File: src/rtl/cic_decim_stage.sv
// Single-stage CIC decimator: comb, integrator, then keep-every-DECIM-th sample.
// Define CIC_SKIP_FIRST_EN to suppress the first output pulse after reset or enable.
module cic_decim_stage #(
  parameter int unsigned I_BW   = 2,
  parameter int unsigned DECIM  = 250,
  parameter int unsigned ACC_BW = 9
) (
  input  logic                     clk_i,
  input  logic                     rst_n_i,
  input  logic                     en_i,
  input  logic signed [I_BW-1:0]   data_i,
  input  logic                     valid_i,
  output logic signed [ACC_BW-1:0] data_o,
  output logic                     valid_o
);

  localparam int unsigned CntW = (DECIM > 1) ? $clog2(DECIM) : 1;
  localparam logic [CntW-1:0] CntMax = CntW'(DECIM - 1);

  logic [I_BW-1:0]   dly_q [DECIM];
  logic [I_BW:0]     diff_d, diff_q;
  logic              comb_vld_q;
  logic [ACC_BW-1:0] acc_d, acc_q;
  logic              int_vld_q;
  logic [CntW-1:0]   cnt_d, cnt_q;
  logic              frame_done;
  logic              emit;
  logic [ACC_BW-1:0] data_q;
  logic              valid_q;

  always_comb begin
    diff_d = {data_i[I_BW-1], data_i} - {dly_q[DECIM-1][I_BW-1], dly_q[DECIM-1]};
    acc_d  = acc_q + {{(ACC_BW-I_BW-1){diff_q[I_BW]}}, diff_q};
    frame_done = int_vld_q && (cnt_q == CntMax);
    cnt_d  = cnt_q;
    if (int_vld_q) begin
      cnt_d = frame_done ? '0 : cnt_q + 1'b1;
    end
  end

  // Delay line only moves on qualified samples; disable flushes it to zero.
  always_ff @(posedge clk_i or negedge rst_n_i) begin
    if (!rst_n_i) begin
      for (int k = 0; k < int'(DECIM); k++) dly_q[k] <= '0;
    end else if (!en_i) begin
      for (int k = 0; k < int'(DECIM); k++) dly_q[k] <= '0;
    end else if (valid_i) begin
      dly_q[0] <= data_i;
      for (int k = 1; k < int'(DECIM); k++) dly_q[k] <= dly_q[k-1];
    end
  end

  always_ff @(posedge clk_i or negedge rst_n_i) begin
    if (!rst_n_i) begin
      diff_q     <= '0;
      comb_vld_q <= 1'b0;
      acc_q      <= '0;
      int_vld_q  <= 1'b0;
      cnt_q      <= '0;
      data_q     <= '0;
      valid_q    <= 1'b0;
    end else if (!en_i) begin
      diff_q     <= '0;
      comb_vld_q <= 1'b0;
      acc_q      <= '0;
      int_vld_q  <= 1'b0;
      cnt_q      <= '0;
      data_q     <= '0;
      valid_q    <= 1'b0;
    end else begin
      comb_vld_q <= valid_i;
      if (valid_i) diff_q <= diff_d;
      int_vld_q  <= comb_vld_q;
      if (comb_vld_q) acc_q <= acc_d;
      cnt_q      <= cnt_d;
      valid_q    <= frame_done && emit;
      if (frame_done) data_q <= acc_q;
    end
  end

`ifdef CIC_SKIP_FIRST_EN
  logic skip_q;

  always_ff @(posedge clk_i or negedge rst_n_i) begin
    if (!rst_n_i) begin
      skip_q <= 1'b1;
    end else if (!en_i) begin
      skip_q <= 1'b1;
    end else if (frame_done) begin
      skip_q <= 1'b0;
    end
  end

  assign emit = !skip_q;
`else
  assign emit = 1'b1;
`endif

  assign data_o  = data_q;
  assign valid_o = valid_q;

endmodule

File: config.mk
export PLATFORM = sky130hd
export DESIGN_NAME = cic_decim_stage
export DESIGN_NICKNAME = d
export VERILOG_FILES = /design/src/rtl/cic_decim_stage.sv
export SDC_FILE = /design/constraint.sdc
export NUM_CORES = 1
export LEC_CHECK = 0
export ABC_AREA = 1
export BUFFER_PORTS_ARGS = -buffer_cell sky130_fd_sc_hd__buf_2
export CORE_ASPECT_RATIO = 0.5
export CORE_MARGIN = 3
export CORE_UTILIZATION = 30
export CTS_CLUSTER_SIZE = 24
export DETAILED_ROUTE_END_ITERATION = 7
export PLACE_DENSITY_LB_ADDON = 0.05
export SLEW_MARGIN = 20
export SYNTH_ARGS = -nofsm -noshare
export SYNTH_HDL_FRONTEND = slang
export SYNTH_SLANG_ARGS = --single-unit
File: constraint.sdc
create_clock -name clk_i -period 3.36 [get_ports clk_i]
set_input_delay 0.336 -clock clk_i [delete_from_list [all_inputs] [get_ports clk_i]]
set_output_delay 0.336 -clock clk_i [all_outputs]
set_load 0.02 [all_outputs]
# Yosys cells after proc, flatten, opt, wreduce, memory -nomap -nowiden

Cells that the tools add are included.

Bits in registers: 532
Bits of input ports: 6
Output and inout port bits: 10
Word-level logic and storage cells: 280

$add $sub $neg: 3
Equality and inequality tests: 5
Multiplexer cells: 14
Reductions and logical operators: 1

Operators with widths:

| cell                | count |
|---|---|
| $mux 500            | 2 |
| $mux 9              | 4 |
| $mux 8              | 3 |
| $add 9x9->9         | 1 |
| $add 8x1->8 const B | 1 |
| $eq 8x8->1 const B  | 1 |
| $ne 2x1->1 const B  | 4 |
| $mux 3              | 2 |
| $mux 1              | 3 |
| $sub 2x2->3         | 1 |
| $logic_and 1x1->1   | 1 |

# Depth between registers and ports, before layout

Word-level depth: 5
Gate-level depth with buffers: 10
Depth with buffers taken out: 9

# Least setup slack after synthesis

OpenSTA, ideal clock, no wires.

Path type: reg-to-reg
Start point: reg diff_q[2]
End point: reg acc_q[8]
Setup time: 117 ps
Data arrival time: 1410 ps
Required time: 3243 ps
Path slack: 1832 ps
Stages on the path, launching flop included: 7
Path buffers: 0
Clock period less this slack: 1528 ps
Path through: dfrtp_1 -> ha_1 -> or2_2 -> nand3_1 -> nand3_1 -> nand3_1 -> nand2_1

Cells in the longest elaborated chain, start to end: 3

RTL lines:

| element                | RTL line | RTL |
|---|---|---|
| from (decl)            | 21       | `logic [I_BW:0] diff_d, diff_q;` |
| from (signal assigned) | 72       | `if (valid_i) diff_q <= diff_d;` |
| $add 9x9->9            | 33       | `acc_d = acc_q + {{(ACC_BW-I_BW-1){diff_q[I_BW]}}, diff_q};` |
| $mux 9                 | 74       | `if (comb_vld_q) acc_q <= acc_d;` |
| $mux 9                 | 62       | `end else if (!en_i) begin` |
| to (signal assigned)   | 57       | `acc_q <= '0;` |
| to (signal assigned)   | 65       | `acc_q <= '0;` |
| to (signal assigned)   | 74       |  |
| to (decl)              | 23       | `logic [ACC_BW-1:0] acc_d, acc_q;` |

No other way between the ends. The select of a mux whose other input is x is not followed.
A chain may end at the register's enable or synchronous reset.

# Worst setup path in the final report

Start point: reg diff_q[2]
End point: reg acc_q[6]

Same word-level chain as after synthesis.

==> impl_metrics.env <==
export IMPL_final_cell_area_sq_um=22600
export IMPL_worst_r2r_cell_count=7
export IMPL_drt_iter0_drc=670
export IMPL_hp_class="input port to register"
export IMPL_grt_max_degree=94
export IMPL_die_w_um=371
export IMPL_yosysTopAreaCell="dfrtp_1"
export IMPL_grt_pass1_vias=12800
export IMPL_cts_tree="yes"
export IMPL_cp_slowest_cell="dfrtp_1"
export IMPL_r2r_end="acc_q[6]$_DFFE_PN0P_"
export IMPL_die_area_sq_um=69800
export IMPL_worst_slack_ps=1640
export IMPL_tightest_slew_ps=869
export IMPL_async_flop_share_pct=100
export IMPL_synth_edf_count=0
export IMPL_place_hpwl_um=19400
export IMPL_via_count=12300
export IMPL_synth_top_area_share_pct=66.7
export IMPL_htreeDepth=2
export IMPL_report_final_slew_viol_count=0
export IMPL_tns_ps=0
export IMPL_cts_root_buf="clkbuf_16"
export IMPL_min_to="dly_q[499]$_DFFE_PN0P_"
export IMPL_io_buffer_count=15
export IMPL_ys_flop_type="dfrtp_1"
export IMPL_cp_required_ps=3870
export IMPL_timing_rr_start="diff_q[2]$_DFFE_PN0P_"
export IMPL_worst_setup_path_end_kind="register"
export IMPL_grt_pass1_wl_um=63200
export IMPL_clk_latency_ps=580
export IMPL_post_synth_top_count_cell="dfrtp_1"
export IMPL_p_leak_uw=0.00976
export IMPL_syn_num_nets=1847
export IMPL_ioPinCount=16
export IMPL_gp_congestion=0.716
export IMPL_p_total_uw=12700
export IMPL_place_area_sq_um=20900
export IMPL_syn_to_final_growth_pct=13.4
export IMPL_stdcell_count=2741
export IMPL_syn_area_sq_um=19900
export IMPL_synth_commonest_cells="dfrtp_1, inv_1, o22ai_1"
export IMPL_yosys_top_cells_area="dfrtp_1, o22ai_1, inv_1, buf_6, nand2_1"
export IMPL_powerDensity_nw_per_um2=563
export IMPL_arrival_ps=2230
export IMPL_nets=1834
export IMPL_outcome="complete, no violations"
export IMPL_coreArea_sq_um=65400
export IMPL_cp_max_fo=8
export IMPL_finalClockSkew_ps=12.0
export IMPL_cp_start_kind="register"
export IMPL_cts_setup_buffers=0
export IMPL_rsz0062_at_grt="no"
export IMPL_finalCritPeriodShare_pct=51.2
export IMPL_path_common_cell="nand2_1"
export IMPL_slew_headroom_pct=42.1
export IMPL_firstDrtPassIters=4
export IMPL_drive_gt1_share_pct=7.38
export IMPL_die_h_um=188
export IMPL_synth_seq_area_share_pct=66.7
export IMPL_cpPeakStageDelay_ps=500
export IMPL_hold_viol=0
export IMPL_clk_pin_slew_ps=60
export IMPL_rows=66
export IMPL_syn_avg_cell_area_sq_um=10.9
export IMPL_finalCriticalPeriod_ps=1720
export IMPL_hp_start="data_i[1]"
export IMPL_antenna_found_initial=0
export IMPL_max_cap_viol_count=0
export IMPL_start_util_pct=30.5
export IMPL_routed_via_density=4.48
export IMPL_cts_inserted_buffers=52
export IMPL_clkSinkCount=532
export IMPL_holdBufCountCts=1
export IMPL_worstSetupPathType="register to register"
export IMPL_hold_path_depth=3
export IMPL_ys_seq_elements=532
export IMPL_synthCells=1828
export IMPL_antenna_left=0
export IMPL_ctsLongestPathBuffers=3
export IMPL_drc_errors=0
export IMPL_totalWireLength_um=35400
export IMPL_reg2reg_setup_slack_ps=1640
export IMPL_dp_cells=2644
export IMPL_routedWlPerCell_um=12.9
export IMPL_cts_repair_resized=0
export IMPL_track_usage_pct=10.5
export IMPL_fmax_ghz=0.582
export IMPL_synth_cell_type_count=24
export IMPL_grt_remaining_overflow=0
export IMPL_cp_cell_sequence="ha_1 -> or2_2 -> nand3b_1 -> nand2_1 -> nand2_1 -> nand3_1 -> nand2_1"
export IMPL_dpl_worst_slack_ps=1450
export IMPL_yosys_warnings=0
export IMPL_peakVddDrop_uv=319
export IMPL_setup_viol=0
-- area by class of cell --
class / count / area [sq um]
fillers: 6539 / 42800
flip-flops and latches: 532 / 13300
multi-input cells: 657 / 3950
inverters: 527 / 1980
clock buffers: 80 / 1610
well taps: 884 / 1110
repair buffers: 45 / 551
clock inverters: 15 / 114
diodes: 1 / 2.50
-- sequential cells by signal, summed over array words and instances, names as in the netlist --
name        flops
data_o          9
acc_q           9
diff_q          3
valid_o         1
comb_vld_q      1
dly_q         500
int_vld_q       1
cnt_q           8
-- per-stage QoR --
step	util, %	hold WS (ps)
global route	34.6	96.3
global placement	31.9	428
finish	34.6	84.7
CTS	34.6	59.5
floorplan	-	40.4
detailed placement	31.9	438
-- per-layer routing --
layer	global-route usage, %	wire, um
met5	0	0
met4	2.96	847
met3	2.51	1300
met2	16.3	15300
met1	14.8	17900
-- where the power goes --
group / switching, uW / total [uW] / internal [uW]
clock network: 2480 / 5840 / 3370
logic: 360 / 463 / 103
registers: 10.6 / 6430 / 6420
total: 2850 / 12700 / 9880
-- placed cells by master (no fill, tap or decap), types with 5 or more instances in the layout --
cell       instances
a21oi_1            5
buf_12            19
buf_2             14
buf_4             10
clkbuf_1           9
clkbuf_16         53
clkbuf_8          18
clkinv_2          10
dfrtp_1          532
ha_1              11
inv_1            525
nand2_1           82
nand3_1           15
nor2_1            15
nor3_1             5
o21ai_0            6
o22ai_1          501
-- worst max-delay path, delay by kind of cell, from the launching register on --
family        cells  cell delay (ps)
simple gates      6              760
fa+ha+maj         1              390
flops             1              500
-- cell families after synthesis --
| logic type | count (synthesis) | share of synthesized area (%) |
|---|---|---|
| AND/OR/NAND/NOR | 126 | 2.62 |
| XOR/XNOR | 4 | 0.176 |
| flip-flops | 532 | 66.7 |
| AO/OA/AOI/OAI | 514 | 16.1 |
| adder cells (fa/ha/maj) | 13 | 0.891 |
| buffers and inverters | 639 | 13.5 |
-- worst max-delay path by stage --
stage | from | endpoint | slack [ps] | cells past startpoint
after global routing | acc_q[0]$_DFFE_PN0P_ | acc_q[6]$_DFFE_PN0P_ | 1520 | 8
final | diff_q[2]$_DFFE_PN0P_ | acc_q[6]$_DFFE_PN0P_ | 1640 | 7
after floorplan | diff_q[2]$_DFFE_PN0P_ | acc_q[8]$_DFFE_PN0P_ | 1830 | 6
after global placement | en_i | diff_q[2]$_DFFE_PN0P_ | 1480 | 5
after detailed placement | en_i | dly_q[321]$_DFFE_PN0P_ | 1450 | 5
after CTS | diff_q[2]$_DFFE_PN0P_ | acc_q[6]$_DFFE_PN0P_ | 1640 | 6
Note: power is estimated with default switching activity, not from simulation.
